--- config.mk ---
export PLATFORM = sky130hd
export DESIGN_NAME = ula_multiciclo
export DESIGN_NICKNAME = d
export VERILOG_FILES = /design/src/rtl/ula_multiciclo.sv
export SDC_FILE = /design/constraint.sdc
export NUM_CORES = 1
export LEC_CHECK = 0
export CORE_MARGIN = 2
export CORE_UTILIZATION = 35
export CTS_CLUSTER_DIAMETER = 40
export DETAILED_ROUTE_END_ITERATION = 16
export GPL_ROUTABILITY_DRIVEN = 0
export MAX_ROUTING_LAYER = met4
export PLACE_DENSITY = 0.58
export SKIP_LAST_GASP = 1
export SLEW_MARGIN = 20
export SYNTH_ARGS = -nofsm -noshare
export SYNTH_HDL_FRONTEND = slang
export SYNTH_SLANG_ARGS = --single-unit
export TNS_END_PERCENT = 1
--- constraint.sdc ---
create_clock -name clock -period 8.7 [get_ports clock]
set_input_delay 1.305 -clock clock [delete_from_list [all_inputs] [get_ports clock]]
set_output_delay 1.305 -clock clock [all_outputs]
set_load 0.1 [all_outputs]
--- src/rtl/ula_multiciclo.sv ---
// Registered MIPS execute-stage ALU: single-cycle logic/arithmetic ops plus
// iterative unsigned multiply (shift-add) and divide (restoring) into HI/LO.
module ula_multiciclo #(
  parameter int LARGURA      = 32,
  parameter int LARGURA_CONT = 6
) (
  input  logic               clock,
  input  logic               reset_n,
  input  logic               inicio,
  input  logic [3:0]         opCode,
  input  logic [LARGURA-1:0] operador1,
  input  logic [LARGURA-1:0] operador2,
  output logic [LARGURA-1:0] resultado,
  output logic [LARGURA-1:0] hi,
  output logic [LARGURA-1:0] lo,
  output logic               isZero,
  output logic               overflow,
  output logic               erroDiv,
  output logic               ocupado,
  output logic               pronto
);

  typedef enum logic [1:0] {OCIOSO, CALCULA, CONCLUI} estado_t;

  localparam int MSB = LARGURA - 1;

  estado_t estado, prox;

  logic [LARGURA_CONT-1:0] cont;
  logic [LARGURA-1:0]      work_hi;
  logic [LARGURA-1:0]      work_lo;
  logic [LARGURA-1:0]      operando;
  logic                    eh_div;

  logic                    aceita;
  logic                    op_longa;
  logic                    ultima;

  logic [LARGURA-1:0]      soma;
  logic [LARGURA-1:0]      dif;
  logic [LARGURA-1:0]      res_simples;
  logic                    ovf_simples;

  logic [LARGURA:0]        mult_soma;
  logic [2*LARGURA-1:0]    mult_prox;
  logic [LARGURA:0]        div_tmp;
  logic                    div_ge;
  logic [LARGURA-1:0]      div_dif;
  logic [LARGURA-1:0]      div_rem;
  logic [LARGURA-1:0]      div_q;

  assign ocupado  = (estado != OCIOSO);
  assign aceita   = inicio && (estado == OCIOSO);
  assign op_longa = (opCode == 4'b1000) || (opCode == 4'b1001);
  assign ultima   = (cont == LARGURA_CONT'(LARGURA - 1));

  assign soma = operador1 + operador2;
  assign dif  = operador1 - operador2;

  always_comb begin
    res_simples = '0;
    ovf_simples = 1'b0;
    case (opCode)
      4'b0000: res_simples = operador1 & operador2;
      4'b0001: res_simples = operador1 | operador2;
      4'b0010: begin
        res_simples = soma;
        ovf_simples = (operador1[MSB] == operador2[MSB]) && (soma[MSB] != operador1[MSB]);
      end
      4'b0110: begin
        res_simples = dif;
        ovf_simples = (operador1[MSB] != operador2[MSB]) && (dif[MSB] != operador1[MSB]);
      end
      4'b0111: res_simples = ($signed(operador1) < $signed(operador2)) ? LARGURA'(1) : '0;
      default: res_simples = '0;
    endcase
  end

  // Multiply: {work_hi, work_lo} is the product accumulator, multiplier in the low half.
  assign mult_soma = {1'b0, work_hi} + {1'b0, operando};
  assign mult_prox = work_lo[0] ? {mult_soma, work_lo[LARGURA-1:1]}
                                : {1'b0, work_hi, work_lo[LARGURA-1:1]};

  // Divide: work_hi is the partial remainder, work_lo shifts dividend out and
  // quotient in. A zero divisor naturally yields quotient all-ones, remainder = dividend.
  assign div_tmp = {work_hi, work_lo[LARGURA-1]};
  assign div_ge  = (div_tmp >= {1'b0, operando});
  assign div_dif = div_tmp[LARGURA-1:0] - operando;
  assign div_rem = div_ge ? div_dif : div_tmp[LARGURA-1:0];
  assign div_q   = {work_lo[LARGURA-2:0], div_ge};

  always_ff @(posedge clock or negedge reset_n) begin
    if (!reset_n) estado <= OCIOSO;
    else          estado <= prox;
  end

  always_comb begin
    prox = estado;
    case (estado)
      OCIOSO:  if (aceita && op_longa) prox = CALCULA;
      CALCULA: if (ultima) prox = CONCLUI;
      CONCLUI: prox = OCIOSO;
      default: prox = OCIOSO;
    endcase
  end

  always_ff @(posedge clock or negedge reset_n) begin
    if (!reset_n) begin
      resultado <= '0;
      hi        <= '0;
      lo        <= '0;
      isZero    <= 1'b1;
      overflow  <= 1'b0;
      erroDiv   <= 1'b0;
      pronto    <= 1'b0;
      cont      <= '0;
      work_hi   <= '0;
      work_lo   <= '0;
      operando  <= '0;
      eh_div    <= 1'b0;
    end else begin
      pronto <= 1'b0;
      case (estado)
        OCIOSO: begin
          if (aceita) begin
            erroDiv <= 1'b0;
            if (op_longa) begin
              work_hi  <= '0;
              work_lo  <= operador1;
              operando <= operador2;
              eh_div   <= opCode[0];
              cont     <= '0;
              overflow <= 1'b0;
            end else begin
              resultado <= res_simples;
              isZero    <= (res_simples == '0);
              overflow  <= ovf_simples;
              pronto    <= 1'b1;
            end
          end
        end
        CALCULA: begin
          cont <= cont + 1'b1;
          if (eh_div) {work_hi, work_lo} <= {div_rem, div_q};
          else        {work_hi, work_lo} <= mult_prox;
        end
        CONCLUI: begin
          hi        <= work_hi;
          lo        <= work_lo;
          resultado <= work_lo;
          isZero    <= (work_lo == '0);
          erroDiv   <= eh_div && (operando == '0);
          pronto    <= 1'b1;
        end
        default: ;
      endcase
    end
  end

endmodule

; After elaboration in Yosys (flattened, before gate mapping)
; Cells that the tools add are included.
[word_totals]
inputBits = 71
elab_cells = 91
output_inout_bits = 101
reg_bits = 205
[op_classes]
reduce_logical = 20
bitwise = 2
addsub = 5
n_eq_ne = 18
muxes = 31
n_lt_le_gt_ge = 2
[op_table]
columns = cell, n
row1 = 2-to-1 mux 32 bit, 9
row2 = case mux 32 bit (2 select lines), 3
row3 = case mux 32 bit (5 select lines), 1
row4 = zero test 32 bit, 3
row5 = 2-to-1 mux 64 bit, 1
row6 = subtractor 32 bit, 2
row7 = adder 32 x 32 -> 33 bit, 1
row8 = greater-or-equal comparator 33 x 32 -> 1 bit, 1
row9 = adder 32 bit, 1
row10 = AND 32 bit, 1
row11 = < comparator 32 bit, 1
row12 = OR 32 bit, 1
row13 = 2-to-1 mux 6 bit, 2
row14 = case mux 6 bit (2 select lines), 1
row15 = AND reduction 3 bit, 3
row16 = == test 4 x 3 -> 1 bit (second input constant), 2
row17 = == test 4 bit (second input constant), 2
row18 = != test 2 bit (second input constant), 4
row19 = case mux 1 bit (2 select lines), 4
row20 = 2-to-1 mux 1 bit, 7
row21 = adder 6 x 1 -> 6 bit (second input constant), 1
row22 = == test 6 x 5 -> 1 bit (second input constant), 1
row23 = AND reduction 2 bit, 3
row24 = nonzero test 2 bit, 3
row25 = 13 further kinds, 20

; Depth between registers and ports, before layout
[depth]
ltp_word = 7
mapped_depth = 16
depth_no_buf = 16

; Worst setup path before layout
; No wires, ideal clock.
[synth_path]
path_kind = input-to-reg
from = input operador1[0]
to = register isZero
path_buffers = 0
t_arrival_ns = 4.314
setup_slack_ns = 4.324
setup_time_ns = 0.062
required_ns = 8.638
stages = 15
cell_sequence = inv_1 ha_1 fa_1 o21ba_2 nor4_1 o311a_1 o21ai_2 o211ai_4 a311oi_1 or3_1 o22ai_1 and4_1 nor4bb_1 and4_1 a41o_1
[synth_via]
elab_chain_cells = 7
word_cells_on_any_way = 11
cone_classes = add/sub (2) / order compare (1) / mux (5) / bitwise (2) / reduce/logical (1)
[synth_lines]
columns = element, line_no
row1 = start: declaration, 11  ; input logic [LARGURA-1:0] operador1,
row2 = < comparator 32 bit, 74  ; 4'b0111: res_simples = ($signed(operador1) < $signed(operador2)) ? LARGURA'(1) : '0;
row3 = 2-to-1 mux 1 bit, 74
row4 = case mux 32 bit (5 select lines) *, 63  ; case (opCode)
row5 = zero test 32 bit *, 136  ; isZero <= (res_simples == '0);
row6 = 2-to-1 mux 1 bit *, 127  ; if (op_longa) begin
row7 = 2-to-1 mux 1 bit *, 125  ; if (aceita) begin
row8 = case mux 1 bit (2 select lines) *, 123  ; case (estado)
row9 = end signal: assignment, 136
row10 = end signal: assignment, 151  ; isZero <= (work_lo == '0);
row11 = end: declaration, 16  ; output logic isZero,
; Every way passes the cells marked *; elsewhere a longest branch is shown, timed or not. The select of a mux whose other input is x is not followed.
; A chain may end at the register's enable or synchronous reset.

; Worst setup path after layout
; Same ends and word-level chain as after synthesis.

==> summary.txt <==
Outcome
  – Status: finished clean

STA
  – Tcrit/Tclk final: between 50% and 60%
  – Final setup violation count: 0
  – Fmax: 0.195 GHz
  – Setup TNS: 0 ps
  – Tmin final: between 5000 and 6000 ps
  – Max-slew violation count: 0
  – Final worst slack: approximately 3600 ps
  – Worst Tran Pin Value: between 1000 and 1500 ps
  – Worst slew margin: 28.1%
  – Clock Skew: 14.0 ps
  – RSZ-0062 raised after global routing: false
  – Hold Fails Final Rpt: 0

Detailed routing
  – Post-DRT Antenna Nets: 0
  – Routed via count: 17200
  – Routed length per instance: 21.1 microns
  – DRC viols: 0
  – Drt initial violations: approximately 1600
  – Pre-Repair DR Iteration Count: 6
  – Routed wire length: approximately 64 mm
  – Via-to-Cell Ratio: 5.65

Placed design
  – Placed Cells: 2960
  – Detailed placement HPWL: ~48 mm
  – Pre-CTS setup slack: approximately 3100 ps
  – I/O Buffers: ~170

Synthesis
  – Synth Flop Type: dfrtp_1
  – Synth top area cells: dfrtp_1, ha_1, nand2_1
  – Syn_area_per_cell: 7.94 sq um
  – Yosys warnings: 0
  – Post-Syn Nets: approximately 2500
  – Yosys cell types: 91
  – Synth area leader: dfrtp_1
  – Post-Synthesis Cells: 2219
  – Synth Register Bits: just over 200
  – Sequential-to-total area share from yosys stat: roughly 29%
  – Synth top cells by count: nand2_1, dfrtp_1, inv_1, ha_1, o21ai_0
  – Fraction of registers with async set/reset: between 90% and 100%
  – EDFF count, synth: 0
  – Post-synth top area share: 29.0%
  – Mapped Area: roughly 0.018 sq mm
  – Cell with the most instances after synthesis: nand2_1

Worst setup path
  – Worst-path maximum fanout: 6
  – WP data required: 9200 ps
  – Max incr delay on CP: 690 ps
  – CP delay by family, top: compound AO/OA/AOI/OAI gates
  – CP max-delay cell: clkdlybuf4s50_1
  – Worst-path cell chain: clkdlybuf4s50_1, inv_1, ha_1, fa_1, o21ba_2, nor4_1, o311a_1, o21ai_2, o211ai_4, a211oi_4, nor4_1, o21ai_0, a211o_1, nor4_1, and4_1, a41o_1
  – Worst r2r src: work_hi[9]
  – WP buf/inv: 2
  – Worst path most repeated cell: nor4_1
  – Kind of critical path: input pin to register
  – Worst EP arrival: 5630 ps
  – Critical Path Source Type: input pin
  – CP Capture Type: register
  – Crit path from: operador1[0]

Global route
  – Overflow after GRT: 0
  – First-pass GRT wire length: between 90 and 100 mm
  – Maximum number of pins on one net before global-route repair: 157
  – Gr usage total: approximately a quarter
  – Number of global-route vias before repair: approximately 17000
  – Initial antenna violation count: 0

Clocking
  – Clock sinks: between 200 and 250
  – H-Tree Depth: 2
  – Root buffer selected by CTS: clkbuf_16
  – Later-pin clock latency in the skew report: between 500 and 600 ps
  – Post CTS Setup Buffer Count: 0
  – TritonCTS clock tree: built
  – Inserted Clock Buffers: 43
  – CTS resizes: 0
  – Worst-path clk slew: ~50 ps
  – Bufs on Longest Clock Path: 3
  – CTS Hold Buffers Added: 0

Cells and area
  – Layout cells sized above 1: ~6.9%
  – Fill cell count: slightly above 5000
  – Storage element area: between 0.005 and 0.006 sq mm
  – Post-layout nets: roughly 2600
  – Area of the multi-input gates: 0.0114 sq mm
  – # diodes: 0
  – Layout Cells excl Fill: a little over 3000
  – Area delta synth->final: 21.6%

Power and ir drop
  – Maximum VDD drop: roughly 0.40 mV
  – Switching share of power: between 50% and 60%
  – Leakage: 9.94 nW
  – Tot Pwr: ~9.3 mW
  – Comb pwr share: 60.7%
  – Clock power frac: roughly a fifth
  – Switching pwr: around 5 mW
  – P_int: 4.47 mW
  – Flop pwr share: approximately a fifth
  – Power per cell area: 436 mW/mm^2

Floorplanning
  – Die footprint: around 0.052 sq mm
  – I/O pin cnt: between 150 and 200
  – Die X: 228 microns
  – Initial Utilization: 35.3%
  – Core area: 0.0500 sq mm
  – Die span in y: 228 microns
  – FP Rows: 82

Worst hold path
  – Class of the worst hold path: register to register
  – HP Start: hi[28]

Job
  – Total of max-cap violations: 0
-- metal layers --
metal | routed length (microns) | GRT usage (%) | vias up
met1 | 26700 | 30.7 | 8245
met2 | 30500 | 41.1 | 687
met3 | 3790 | 3.11 | 147
met4 | 3000 | 11.0 | 0
met5 | 0 | - | -
li1 | - | - | 8088
-- cells in the final DEF, fill, tap and decap left out, types with 6 or more instances in the layout --
| cell | count |
|---|---|
| a211oi_1 | 28 |
| a21o_1 | 51 |
| a21oi_1 | 131 |
| a221oi_1 | 6 |
| a22oi_1 | 18 |
| a31oi_1 | 24 |
| and3_1 | 7 |
| buf_4 | 19 |
| clkbuf_16 | 45 |
| clkdlybuf4s50_1 | 168 |
| clkinvlp_4 | 9 |
| dfrtp_1 | 203 |
| ha_1 | 164 |
| inv_1 | 173 |
| inv_6 | 8 |
| mux2_2 | 13 |
| mux2i_1 | 84 |
| nand2_1 | 407 |
| nand2b_1 | 15 |
| nand3_1 | 48 |
| nand4_1 | 22 |
| nor2_1 | 109 |
| nor2b_1 | 25 |
| nor3_1 | 26 |
| nor4_1 | 35 |
| o211ai_1 | 40 |
| o21a_1 | 15 |
| o21ai_0 | 147 |
| o21bai_1 | 20 |
| o221ai_1 | 26 |
| o22ai_1 | 13 |
| o311ai_0 | 6 |
| o31ai_1 | 16 |
| or2_2 | 10 |
| or3_1 | 12 |
| xnor2_1 | 49 |
| xor2_1 | 31 |
-- cell type report --
cell class / count / area share, %
inverters: 175 / 3.07
clock buffers: 50 / 5.48
well taps: 672 / 3.92
flip-flops and latches: 205 / 24.0
multi-input cells: 1717 / 53.2
clock inverters: 29 / 1.68
repair buffers: 191 / 8.72
-- power groups by stage --
stage	Combinational [mW]	Sequential (mW)	Clock (mW)
finish	5.67	1.92	1.75
global route	6.15	1.98	1.82
CTS	5.64	1.92	1.78
detailed placement	5.60	1.93	0
global placement	5.53	1.92	0
floorplan	3.13	2.96	0
-- metrics by stage --
| stage | hold WS [ps] | util [%] | cell area (sq um) |
|---|---|---|---|
| CTS | 477 | 42.9 | 21400 |
| finish | 469 | 42.9 | 21400 |
| detailed placement | 463 | 39.8 | 19900 |
| global placement | 460 | 39.8 | 19900 |
| floorplan | 490 | - | 17600 |
| global route | 492 | 42.9 | 21400 |
-- logic make-up (layout without fill, tap and decap cells) --
logic type               count (synthesis)  in the layout  share of synthesized area, %
XOR/XNOR                                80             80                          3.98
multiplexers                            97             97                          5.60
flip-flops                             205            205                          29.1
adder cells (fa/ha/maj)                168            168                          12.1
AND/OR/NAND/NOR                        760            760                          19.6
buffers and inverters                  297            445                          6.52
AO/OA/AOI/OAI                          612            612                          23.1
-- tightest hold or removal path: cells and delay by family (launching register included) --
| family | cells | cell delay, ps |
|---|---|---|
| simple gates | 2 | 100 |
| flops | 1 | 340 |
-- flip-flops by register name (all words and copies together), names as in the netlist, 2 cells and up --
| name | cells |
|---|---|
| hi | 32 |
| lo | 32 |
| operando | 32 |
| resultado | 32 |
| work_hi | 32 |
| work_lo | 32 |
| cont | 6 |
| estado | 2 |
-- worst paths after layout --
path / to / slack (ps) / depth (start not counted)
worst max-delay path: isZero / 3560 / 16
worst min-delay path: hi[28] / 470 / 2
worst max register to register: work_hi[27] / 4300 / 14
worst min register to register: hi[28] / 470 / 2
max in group asynchronous: resultado[2] / 6760 / 2
min in group asynchronous: hi[18] / 660 / 1
No activity file was read; power rests on OpenSTA's default activity.
